--- config.mk ---
export PLATFORM = sky130hd
export DESIGN_NAME = alu_arbiter
export DESIGN_NICKNAME = d
export VERILOG_FILES = /design/src/rtl/alu_pkg.sv /design/src/rtl/alu_rr_pick.sv /design/src/rtl/alu_arbiter.sv
export SDC_FILE = /design/constraint.sdc
export NUM_CORES = 1
export LEC_CHECK = 0
export CAP_MARGIN = 30
export CORE_MARGIN = 1.5
export CORE_UTILIZATION = 43
export DETAILED_ROUTE_END_ITERATION = 7
export MAX_ROUTING_LAYER = met4
export PLACE_DENSITY_LB_ADDON = 0.1
export SETUP_SLACK_MARGIN = 0.5
export SLEW_MARGIN = 20
export SYNTH_ARGS = -nofsm -noshare
export SYNTH_HDL_FRONTEND = slang
export SYNTH_SLANG_ARGS = --single-unit
--- constraint.sdc ---
create_clock -name clk -period 3.95 [get_ports clk]
set_clock_uncertainty 0.2 [all_clocks]
set_input_delay 0.395 -clock clk [delete_from_list [all_inputs] [get_ports clk]]
set_output_delay 0.395 -clock clk [all_outputs]
set_load 0.01 [all_outputs]
--- src/rtl/alu_pkg.sv ---
// alu_pkg: shared definitions for the Alu arbitration slice.
//  - Alu opcode values as driven on alu_op_code.
//  - Arbiter FSM state encoding.
//  - is_div_op(): true for the opcodes whose divisor may be zero.
package alu_pkg;

  localparam logic [4:0] OP_ADD  = 5'h00;
  localparam logic [4:0] OP_SUB  = 5'h01;
  localparam logic [4:0] OP_OR   = 5'h02;
  localparam logic [4:0] OP_AND  = 5'h03;
  localparam logic [4:0] OP_SG   = 5'h04;
  localparam logic [4:0] OP_SL   = 5'h05;
  localparam logic [4:0] OP_SE   = 5'h06;
  localparam logic [4:0] OP_MULT = 5'h07;
  localparam logic [4:0] OP_DIV  = 5'h08;
  localparam logic [4:0] OP_MOD  = 5'h09;
  localparam logic [4:0] OP_NOT  = 5'h10;
  localparam logic [4:0] OP_JL   = 5'h12;
  localparam logic [4:0] OP_SW   = 5'h19;

  typedef enum logic [1:0] {
    IDLE = 2'd0,
    EXEC = 2'd1,
    RESP = 2'd2
  } arb_state_t;

  function automatic logic is_div_op(input logic [4:0] op);
    return (op == OP_DIV) || (op == OP_MOD);
  endfunction

endpackage

--- src/rtl/alu_rr_pick.sv ---
// alu_rr_pick: combinational round-robin picker.
//  Chooses the first set bit of valid at or after rr_ptr, wrapping NREQ-1 -> 0.
// Ports:
//  valid   in   NREQ   request vector
//  rr_ptr  in   IW     highest-priority index this cycle
//  grant   out  NREQ   one-hot winner (all zero when nothing is valid)
//  idx     out  IW     binary index of the winner (0 when nothing is valid)
//  any     out  1      at least one request is valid
module alu_rr_pick
  import alu_pkg::*;
#(
  parameter int NREQ = 2,
  parameter int IW   = (NREQ > 1) ? $clog2(NREQ) : 1
) (
  input  logic [NREQ-1:0] valid,
  input  logic [IW-1:0]   rr_ptr,
  output logic [NREQ-1:0] grant,
  output logic [IW-1:0]   idx,
  output logic            any
);

  int          j;
  logic [IW-1:0] jj;

  // Scan from the farthest offset down to offset 0 so the candidate
  // closest to rr_ptr is the last one written and therefore wins.
  always_comb begin
    grant = '0;
    idx   = '0;
    any   = 1'b0;
    j     = 0;
    jj    = '0;
    for (int k = NREQ - 1; k >= 0; k--) begin
      j = int'(rr_ptr) + k;
      if (j >= NREQ) j = j - NREQ;
      jj = IW'(j);
      if (valid[jj]) begin
        grant     = '0;
        grant[jj] = 1'b1;
        idx       = jj;
        any       = 1'b1;
      end
    end
  end

endmodule

--- src/rtl/alu_arbiter.sv ---
// alu_arbiter: shares one external combinational Alu between NREQ requesters.
//  Round-robin grant in IDLE, operands latched and held on alu_* for ALU_LAT
//  cycles, result captured into rsp_data and returned to the owner.
// Handshake rules (both sides): a transfer happens on a rising clk edge where
//  valid and ready are both 1. req_ready is a one-hot grant, only in IDLE.
//  rsp_valid is one-hot to the owner; rsp_data/rsp_err are held until the
//  owner's rsp_ready is seen. rsp_ready of any other requester is ignored.
// Optional feature: define ALU_DIVZERO_TRAP_EN to answer DIV/MOD by zero
//  directly (all-ones data, rsp_err=1) without using the Alu.
// Ports:
//  clk, rst_n                 clock, asynchronous active-low reset
//  req_valid/req_ready        per-requester request handshake
//  req_op/req_a/req_b         packed per-requester opcode and operands
//  rsp_valid/rsp_ready        per-requester response handshake
//  rsp_data/rsp_err           shared response bus
//  alu_op_code/alu_data1/2    latched operands to the Alu
//  alu_result                 Alu combinational result
module alu_arbiter
  import alu_pkg::*;
#(
  parameter int NREQ    = 2,
  parameter int W       = 32,
  parameter int ALU_LAT = 1
) (
  input  logic              clk,
  input  logic              rst_n,
  input  logic [NREQ-1:0]   req_valid,
  output logic [NREQ-1:0]   req_ready,
  input  logic [5*NREQ-1:0] req_op,
  input  logic [W*NREQ-1:0] req_a,
  input  logic [W*NREQ-1:0] req_b,
  output logic [NREQ-1:0]   rsp_valid,
  input  logic [NREQ-1:0]   rsp_ready,
  output logic [W-1:0]      rsp_data,
  output logic              rsp_err,
  output logic [4:0]        alu_op_code,
  output logic [W-1:0]      alu_data1,
  output logic [W-1:0]      alu_data2,
  input  logic [W-1:0]      alu_result
);

  localparam int IW = (NREQ > 1) ? $clog2(NREQ) : 1;
  localparam int CW = 4;

  arb_state_t      state;
  logic [IW-1:0]   rr_ptr;
  logic [IW-1:0]   owner;
  logic [CW-1:0]   cnt;

  logic [NREQ-1:0] win_grant;
  logic [IW-1:0]   win_idx;
  logic            win_any;
  logic [4:0]      sel_op;
  logic [W-1:0]    sel_a;
  logic [W-1:0]    sel_b;
  logic            trap;
  logic [IW-1:0]   next_ptr;

  alu_rr_pick #(.NREQ(NREQ), .IW(IW)) u_pick (
    .valid  (req_valid),
    .rr_ptr (rr_ptr),
    .grant  (win_grant),
    .idx    (win_idx),
    .any    (win_any)
  );

  // Operand mux for the winning requester.
  always_comb begin
    sel_op = '0;
    sel_a  = '0;
    sel_b  = '0;
    for (int i = 0; i < NREQ; i++) begin
      if (win_idx == IW'(i)) begin
        sel_op = req_op[5*i +: 5];
        sel_a  = req_a[W*i +: W];
        sel_b  = req_b[W*i +: W];
      end
    end
  end

`ifdef ALU_DIVZERO_TRAP_EN
  assign trap = is_div_op(sel_op) && (sel_b == '0);
`else
  assign trap = 1'b0;
`endif

  // Grant is only offered in IDLE; held low while reset is asserted.
  assign req_ready = (rst_n && state == IDLE) ? win_grant : '0;

  assign next_ptr = (owner == IW'(NREQ - 1)) ? '0 : owner + IW'(1);

  always_ff @(posedge clk or negedge rst_n) begin
    if (!rst_n) begin
      state       <= IDLE;
      rr_ptr      <= '0;
      owner       <= '0;
      cnt         <= '0;
      rsp_valid   <= '0;
      rsp_data    <= '0;
      rsp_err     <= 1'b0;
      alu_op_code <= '0;
      alu_data1   <= '0;
      alu_data2   <= '0;
    end else begin
      case (state)
        IDLE: begin
          if (win_any) begin
            owner       <= win_idx;
            alu_op_code <= sel_op;
            alu_data1   <= sel_a;
            alu_data2   <= sel_b;
            cnt         <= CW'(ALU_LAT - 1);
            if (trap) begin
              rsp_data  <= '1;
              rsp_err   <= 1'b1;
              rsp_valid <= win_grant;
              state     <= RESP;
            end else begin
              state <= EXEC;
            end
          end
        end
        EXEC: begin
          if (cnt == '0) begin
            rsp_data  <= alu_result;
            rsp_err   <= 1'b0;
            rsp_valid <= NREQ'(1) << owner;
            state     <= RESP;
          end else begin
            cnt <= cnt - CW'(1);
          end
        end
        RESP: begin
          if (rsp_ready[owner]) begin
            rsp_valid <= '0;
            rr_ptr    <= next_ptr;
            state     <= IDLE;
          end
        end
        default: state <= IDLE;
      endcase
    end
  end

endmodule

==> summary.md <==
| Metric | Value |
|---|---|
| Share of layout cells above drive strength 1 | `0.0899` |
| Tmin final | `3.01 ns` |
| Setup bufs post-CTS | `0` |
| Net count, final | `953` |
| Peak supply drop | `0.277 mV` |
| CORE AREA | `12,000 um^2` |
| Seq cells post-synth | `111` |
| Switching part of the total | `0.351` |
| Seq/Total Area, Yosys | `0.525` |
| Chip Width | `114 um` |
| Largest stage delay on the critical path | `0.57 ns` |
| Worst slew pin tran | `0.814 ns` |
| Initial Utilization | `0.441` |
| Initial antenna violation count | `0` |
| R2R depth | `4` |
| CTS Buf Count | `9` |
| Drt drc | `0` |
| Fmax | `332 MHz` |
| Leading cell type in the layout, fill and taps excluded | `clkdlybuf4s50_1` |
| Crit path cell chain | `dlygate4sd3_1 > buf_4 > nand2_1 > a211oi_1 > clkdlybuf4s50_1` |
| Cells after Synth | `530` |
| Hold depth | `1` |
| Synthesized cell area | `5290 um^2` |
| Num ports | `282` |
| CP Max Fanout | `49` |
| Max Slew Vio Count | `0` |
| CP arrival | `2.42 ns` |
| Status | `complete, no violations` |
| GR Overflow Total | `0` |
| RSZ-0062 raised after global routing | `no` |
| Gpl congestion | `0.825` |
| Worst path slowest cell | `clkdlybuf4s50_1` |
| Initial drt markers | `393` |
| Max H-tree Level | `3` |
| Antenna Cells | `0` |
| CTS Buffer Depth | `2` |
| Routed vias | `5,331` |
| Final hold vios | `0` |
| Pwr dens | `723 nW/um^2` |
| Finished Core Util | `0.703` |
| Filler cells | `920` |
| Wire length per cell | `19.5 um` |
| Post-CTS sizing | `0` |
| Max-cap violation count | `0` |
| Clock Latency Late Sink | `0.35 ns` |
| Design area | `8440 um^2` |
| Data required, critical path | `3.36 ns` |
| # setup viols final | `0` |
| Crit path kind | `in2out` |
| GRT Overall Usage | `0.288` |
| Worst slew margin | `0.457` |
| Clock sink count | `111` |
| Combinational share of power | `0.517` |
| Period utilization | `0.763` |
| Internal | `3.96 mW` |
| Ys Warns | `0` |
| Post-CTS Hold Fix Bufs | `1` |
| First-pass GRT wire length | `28,100 um` |
| Static leakage | `3.40 nW` |
| Type of the worst min-delay path | `reg2reg` |
| Reg power frac | `0.339` |
| Area delta synth->final | `59.4%` |
| Vias in the first global route | `5,280` |
| Setup crit end kind | `output pin` |
| ANT nets after route | `0` |
| Post-DP Area | `8130 um^2` |
| Placement Rows | `40` |
| Net Sw Power | `2.14 mW` |
| Die Area | `13,000 um^2` |
| Die Height | `114 um` |
| Mapped Nets | `708` |
| HPWL after detailed placement | `12,200 um` |
| DR vias/cell | `5.76` |
| Yosys cell types | `32` |
| DRT Pass-1 Iters | `5` |
| Most frequent cells in the layout | `clkdlybuf4s50_1, dfrtp_1, o21ai_0` |
| Clk pwr share | `0.143` |
| CTS tree | `built` |
| Largest net degree at the start of global routing | `71` |
| CP startpoint kind | `input port` |
| Final TNS setup | `0 ns` |
| Syn_area_per_cell | `9.99 um^2` |
| Clk slew on worst S/H paths | `0.07 ns` |
| Port Buffer Count | `280` |
| CTS root buffer | `clkbuf_16` |
| Total routed wirelength | `18,100 um` |
kinds of logic after synthesis:
group,count (synthesis),synth area share
AOI/OAI and AO/OA,225,0.233
adders and majority gates,2,0.00473
buffers and inverters,64,0.0529
DFF,111,0.525
muxes,35,0.0929
other,1,0.000708
and+or+nand+nor,92,0.0908
per-stage QoR:
stage	total power [mW]	setup slack (ns)	cells	hold WS [ns]
floorplan	3.59	1.94	530	-0.101
global placement	5.14	1.35	908	0.245
detailed placement	5.22	1.30	909	0.259
CTS	6.12	0.905	925	0.286
global route	6.46	0.776	926	0.315
finish	6.11	0.936	926	0.296
worst paths after layout:
kind,startpoint,end,slack [ns]
min,cnt[0],cnt[0],0.30
max reg2reg,state[1],rsp_data[10],1.64
min in group asynchronous,rst_n,rsp_data[26],0.41
max,rst_n,req_ready[0],0.94
max in group asynchronous,rst_n,alu_op_code[1],1.87
min reg2reg,cnt[0],cnt[0],0.30
critical path, delay by kind of cell:
family | cells | cell delay, ns
AOI/OAI and AO/OA | 1 | 0.24
and+or+nand+nor | 1 | 0.15
buffers and inverters | 3 | 1.61
registers in the layout, indices dropped and copies added, names as in the netlist:
name,cells
alu_data1,32
alu_data2,32
rsp_data,32
alu_op_code,5
cnt,4
rsp_valid,2
state,2
owner,1
rr_ptr,1
metal layers:
layer | vias up | GRT usage | routed length [um]
met2 | 269 | 0.462 | 8910
li1 | 2454 | - | -
met5 | - | - | 0
met1 | 2567 | 0.356 | 7160
met3 | 41 | 0.0606 | 1490
met4 | 0 | 0.118 | 539
power by group through the flow:
stage,registers (mW),logic [mW],clock network (mW)
after floorplan,2.28,1.31,0
after global placement,2.05,3.09,0
after detailed placement,2.07,3.15,0
after CTS,2.07,3.17,0.888
after global routing,2.13,3.39,0.939
final,2.07,3.16,0.875
cells in the mapped netlist:
library cell	number	area, um^2
o31ai_1	1	7.51
a21oi_1	71	355
buf_6	4	45.0
nor3_1	1	5.00
nand3_1	69	345
buf_2	5	25.0
mux2_2	5	56.3
nor2_1	3	11.3
nor2b_1	3	18.8
or2_1	1	6.26
nand4b_1	1	8.76
conb_1	1	3.75
ha_1	2	25.0
dfrtp_1	111	2780
or3b_4	1	11.3
nand2b_1	3	18.8
or2_2	4	25.0
a31oi_1	69	432
buf_4	1	7.51
o21ai_0	78	390
a22oi_1	2	15.0
nand3b_1	2	15.0
mux2_4	27	405
inv_1	5	18.8
o221ai_1	1	8.76
clkbuf_1	48	180
mux2i_1	3	30.0
o32ai_1	1	8.76
a211oi_1	1	7.51
nand2_1	4	15.0
a21bo_2	1	10.0
buf_1	1	3.75
cell type report:
type,instances,area [um^2],area share
timing repair buffer,293,2920,0.346
sequential,111,2780,0.329
multi-input combinational,355,2260,0.268
clock buffer,15,278,0.0329
tap,147,184,0.0218
inverter,5,18.8,0.00222
Note: power is estimated with default switching activity, not from simulation.
